**config.mk**
```make
export PLATFORM = sky130hd
export DESIGN_NAME = ibex_rf_wr_arbiter
export DESIGN_NICKNAME = d
export VERILOG_FILES = /design/src/rtl/ibex_rf_wr_arbiter.sv
export SDC_FILE = /design/constraint.sdc
export NUM_CORES = 1
export LEC_CHECK = 0
export BUFFER_PORTS_ARGS = -buffer_cell sky130_fd_sc_hd__buf_4
export CORE_MARGIN = 2
export CORE_UTILIZATION = 30
export CTS_BUF_LIST = sky130_fd_sc_hd__clkbuf_4 sky130_fd_sc_hd__clkbuf_8
export DETAILED_ROUTE_END_ITERATION = 8
export SLEW_MARGIN = 20
export SYNTH_ARGS = -nofsm -noshare
export SYNTH_HDL_FRONTEND = slang
export SYNTH_SLANG_ARGS = --single-unit
```
**constraint.sdc**
```tcl
create_clock -name clk_int -period 2.3 [get_ports clk_int]
set_clock_uncertainty 0.2 [all_clocks]
set_input_delay 0.23 -clock clk_int [delete_from_list [all_inputs] [get_ports clk_int]]
set_output_delay 0.23 -clock clk_int [all_outputs]
set_load 0.02 [all_outputs]
```
**src/rtl/ibex_rf_wr_arbiter.sv**
```systemverilog
// ibex_rf_wr_arbiter
//
// Shares the single register-file write port between two writeback requesters.
// req0 (LSU) has fixed high priority. req1 (ALU/EX) is low priority. A starvation
// counter force-grants req1 once it has been refused MaxWait consecutive cycles.
//
// The latch-based register file commits a write one cycle after issue. The
// issued write is therefore held for one cycle and forwarded onto both read ports.
//
// Ports:
//   clk_int, rst_ni                   clock, asynchronous active-low reset
//   req0_valid_i/addr_i/data_i        LSU write request
//   req0_ready_o                      LSU request accepted this cycle
//   req1_valid_i/addr_i/data_i        EX write request
//   req1_ready_o                      EX request accepted this cycle
//   rf_we_o/rf_waddr_o/rf_wdata_o     register-file write port (issued in grant cycle)
//   raddr_a_i, rf_rdata_a_i           read port A address and raw register-file data
//   rdata_a_o                         read port A data after forwarding
//   raddr_b_i, rf_rdata_b_i           read port B address and raw register-file data
//   rdata_b_o                         read port B data after forwarding
//   err_o                             one-cycle pulse after an illegal (RV32E) write is dropped

module ibex_rf_wr_arbiter #(
    parameter int unsigned DataWidth = 32,
    parameter bit          RV32E     = 1'b0,
    parameter int unsigned MaxWait   = 3
) (
    input  logic                 clk_int,
    input  logic                 rst_ni,

    input  logic                 req0_valid_i,
    input  logic [4:0]           req0_addr_i,
    input  logic [DataWidth-1:0] req0_data_i,
    output logic                 req0_ready_o,

    input  logic                 req1_valid_i,
    input  logic [4:0]           req1_addr_i,
    input  logic [DataWidth-1:0] req1_data_i,
    output logic                 req1_ready_o,

    output logic                 rf_we_o,
    output logic [4:0]           rf_waddr_o,
    output logic [DataWidth-1:0] rf_wdata_o,

    input  logic [4:0]           raddr_a_i,
    input  logic [DataWidth-1:0] rf_rdata_a_i,
    output logic [DataWidth-1:0] rdata_a_o,

    input  logic [4:0]           raddr_b_i,
    input  logic [DataWidth-1:0] rf_rdata_b_i,
    output logic [DataWidth-1:0] rdata_b_o,

    output logic                 err_o
);

    // The counter saturates at MaxWait, so four bits cover the whole legal range.
    localparam logic [3:0] MaxWaitCnt = 4'(MaxWait);

    if (MaxWait < 1 || MaxWait > 15) begin : gen_bad_max_wait
        $error("MaxWait must be in the range 1..15");
    end

    // Registered state
    logic [3:0]           wait_cnt_q, wait_cnt_d;
    logic                 fwd_valid_q;
    logic [4:0]           fwd_addr_q;
    logic [DataWidth-1:0] fwd_data_q;
    logic                 err_q, err_d;

    // Arbitration and issue
    logic                 boost;
    logic                 grant0, grant1, grant;
    logic [4:0]           sel_addr;
    logic [DataWidth-1:0] sel_data;
    logic                 legal;

    always_comb begin
        boost  = (wait_cnt_q == MaxWaitCnt);
        // In BOOST req1 wins outright; otherwise it only wins when req0 is idle.
        grant1 = req1_valid_i && (boost || !req0_valid_i);
        grant0 = req0_valid_i && !grant1;
        grant  = grant0 || grant1;

        sel_addr = '0;
        sel_data = '0;
        if (grant1) begin
            sel_addr = req1_addr_i;
            sel_data = req1_data_i;
        end else if (grant0) begin
            sel_addr = req0_addr_i;
            sel_data = req0_data_i;
        end

        legal = !(RV32E && sel_addr[4]);

        // x0 writes and illegal targets are acknowledged but never reach the register file.
        req0_ready_o = grant0;
        req1_ready_o = grant1;
        rf_we_o      = grant && (sel_addr != 5'd0) && legal;
        rf_waddr_o   = sel_addr;
        rf_wdata_o   = sel_data;

        err_d = grant && !legal;

        // Count consecutive refusals of a pending req1, saturating at MaxWait.
        if (!req1_valid_i || grant1) begin
            wait_cnt_d = 4'd0;
        end else if (wait_cnt_q >= MaxWaitCnt) begin
            wait_cnt_d = MaxWaitCnt;
        end else begin
            wait_cnt_d = wait_cnt_q + 4'd1;
        end
    end

    always_ff @(posedge clk_int or negedge rst_ni) begin
        if (!rst_ni) begin
            wait_cnt_q  <= 4'd0;
            fwd_valid_q <= 1'b0;
            fwd_addr_q  <= 5'd0;
            fwd_data_q  <= '0;
            err_q       <= 1'b0;
        end else begin
            wait_cnt_q  <= wait_cnt_d;
            fwd_valid_q <= rf_we_o;
            err_q       <= err_d;
            if (rf_we_o) begin
                fwd_addr_q <= rf_waddr_o;
                fwd_data_q <= rf_wdata_o;
            end
        end
    end

    assign err_o = err_q;

    // Forward the write issued last cycle; it is not yet visible in the latch array.
    // fwd_addr_q is never x0 while valid, so x0 reads always pass through.
    assign rdata_a_o = (fwd_valid_q && (raddr_a_i == fwd_addr_q)) ? fwd_data_q : rf_rdata_a_i;
    assign rdata_b_o = (fwd_valid_q && (raddr_b_i == fwd_addr_q)) ? fwd_data_q : rf_rdata_b_i;

endmodule
```
==> impl_metrics.tcl <==
set metrics [dict create \
    leakage_nw 3.419 \
    violations "negative setup slack" \
    vdd_ir_drop_max_mv 0.2042 \
    fp.dieW_microns 106.2 \
    placedCellCount 702 \
    drc 0 \
    cts_tree "built" \
    reg2reg_depth 10 \
    critPathMaxStageDelay_ns 0.42 \
    via_count 4101 \
    start_util 0.3061 \
    clkSinkCount 42 \
    setup_slack_ns -0.2788 \
    path_cells "xor2_1 > nor4_2 > and3_4 > buf_12 > mux2_2 > buf_4" \
    antenna_cells 0 \
    wirelength_mm 15.42 \
    synth.ff_latch_count 42 \
    cp-end-kind "primary output" \
    worstSetupPathType "reg2out" \
    tns_ns -22.15 \
    async_flop_share 1.000 \
    hold_violations 0 \
    io_buffers 255 \
    synth_top_area_share 0.3356 \
    dp_slack_ns -0.01182 \
    hpwl_mm 9.118 \
    die_h_microns 106.2 \
    fillers 805 \
    maxCapViolations 0 \
    syn-cell-area_sq_um 3132 \
    critPathBufInv 2 \
    htreeDepth 2 \
    grt_usage 0.2536 \
    rr_startpoint "wait_cnt_q[0]" \
    hold_path_depth 3 \
    numCtsBuffers 5 \
    synthTopCellsByArea "dfrtp_1 34%, mux2_2 19%, a22o_1 8.9%" \
    clock-root-buffer "clkbuf_8" \
    ant_nets 0 \
    clock_path_buffers 2 \
    crit_fanout 20 \
    min_period_ns 2.579 \
    clk_latency_ns 0.29 \
    critPathSlowestCell "dfrtp_1" \
    ys_warn_count 0 \
    grt_overflow 0 \
    seq_area_frac_synth 0.3356 \
    post-route-period-util 1.121 \
    status "finished with violations" \
    drv_slew 0 \
    synth_enable_flop_cells 0 \
    p_total_mw 2.828 \
    worstHoldStart "req1_data_i[9]" \
    grt_max_degree 43 \
    viasPerCell 5.107 \
    cp.arrival_ns 2.15 \
    synth_common_cells "54 x mux2_2, 42 x dfrtp_1, 38 x inv_1" \
    rr_endpoint "fwd_addr_q[4]" \
    place_congestion 0.8021 \
    nets 819 \
    powerDensity_nw_per_um2 400.8 \
    worst_pin_slew_ns 0.5639 \
    synth_most_common_cell "mux2_2" \
    io-pin-count 257 \
    path_clk_slew_ns 0.08 \
    drt_iter0_markers 140 \
    min_to "fwd_data_q[9]" \
    antenna_found_initial 0 \
    die-area_sq_um 11270 \
    syn-instance-count 323 \
    finalSetupViolations 102 \
    slew_headroom 0.6240 \
    wl_per_cell_microns 19.21 \
    final_cells 803 \
    start_kind "flop" \
    grt_pass1_wl_mm 22.57 \
    grt_pass1_vias 4338 \
    area_delta_synth_final_pct 125.3 \
    yosys.area.top_type "dfrtp_1" \
    critPathRequiredTime_ns 1.87 \
    min_path_type "in2reg" \
    fmax_mhz 387.8 \
    hold-worst-slack_ns 0.002560 \
    drive_gt1_frac 0.5907 \
    synth_cell_types 32 \
    synth_area_per_cell_sq_um 9.696 \
    ys.flop_type "dfrtp_1" \
    drt-pass1-iter-count 6 \
    coreArea_sq_um 10230 \
    rrSetupSlack_ns 0.02 \
    crit_family "simple AND/OR/NAND/NOR gates" \
    rsz0062_at_grt "true" \
    core.rowCount 37 \
]
## flip-flops by register name, summed over array words and instances (netlist names)
signal / count
fwd_addr_q: 5
fwd_data_q: 32
fwd_valid_q: 1
wait_cnt_q: 4
## cell type report
class	count	area, sq um	share of cell area
clock inverter	1	5.005	0.0007092
tap	136	170.2	0.02411
timing repair buffer	363	3440	0.4874
inverter	38	142.6	0.02021
sequential	42	1051	0.1489
clock buffer	7	90.09	0.01277
multi-input combinational	216	2158	0.3059
## kinds of logic (layout without fill, tap and decap cells)
family,after synthesis,count (layout),synth area share
AO/OA/AOI/OAI,115,115,0.2649
XOR/XNOR,10,10,0.02797
adder cells (fa/ha/maj),1,1,0.003995
buffers and inverters,67,409,0.09868
flip-flops,42,42,0.3356
multiplexers,64,64,0.2301
other,1,3,0.001197
AND/OR/NAND/NOR,23,23,0.03755
## power by group
group	switching, mW	total (mW)	internal (mW)
logic	0.626	1.42	0.796
registers	0.0740	0.887	0.813
clock network	0.265	0.520	0.255
## per-layer routing
layer	part of all wire	vias to the layer above	track usage
met1	0.39	2005	0.2910
li1	-	1872	-
met4	0.020	0	0.07613
met2	0.53	199	0.4716
met5	0	-	0
met3	0.058	25	0.04966
## placed cells by master (no fill, tap or decap), types with 3 or more instances in the layout
cell | Yosys | layout
buf_8 | 0 | 3
inv_1 | 38 | 38
o221ai_1 | 5 | 3
mux2_2 | 54 | 16
buf_6 | 3 | 91
conb_1 | 1 | 3
nand2_1 | 11 | 6
a22oi_1 | 32 | 27
xor2_1 | 8 | 8
buf_12 | 0 | 10
o311a_1 | 3 | 3
a22o_1 | 32 | 31
clkbuf_8 | 0 | 6
dlygate4sd3_1 | 0 | 68
a22oi_2 | 0 | 5
buf_4 | 7 | 186
dfrtp_1 | 42 | 42
o21ai_4 | 0 | 3
nand2_4 | 0 | 3
mux2_4 | 0 | 46
o21ai_1 | 33 | 32
## stage by stage
step	cell area, sq um	util
CTS	6749	0.6597
finish	7057	0.6897
global route	7057	0.6897
global placement	5258	0.5139
floorplan	3139	-
detailed placement	5258	0.5139
## worst reg2reg max path: cells and delay by family (launching register included)
kind	cells	cell delay, ns
DFF	1	0.37
and+or+nand+nor	1	0.41
AOI/OAI and AO/OA	2	0.29
adders and majority gates	1	0.19
buffers and inverters	6	0.70
## worst max-delay path by stage
| stage | start | end | cells past startpoint |
|---|---|---|---|
| floorplan | wait_cnt_q[0] | rf_waddr_o[0] | 7 |
| global placement | fwd_addr_q[2] | rdata_b_o[23] | 6 |
| detailed placement | fwd_addr_q[2] | rdata_b_o[25] | 6 |
| CTS | fwd_addr_q[2] | rdata_b_o[12] | 6 |
| global route | fwd_addr_q[2] | rdata_b_o[28] | 6 |
| finish | fwd_addr_q[2] | rdata_b_o[27] | 6 |
## what timing repair did
item	in CTS	in global routing
buffers inserted	15	7
hold buffers	66	2
gates cloned	6	3
endpoints found under the hold margin	77	1
resized for setup	123	71
pin swaps	36	20
endpoints found under the setup margin	103	111
(Power assumes the default switching activity.)
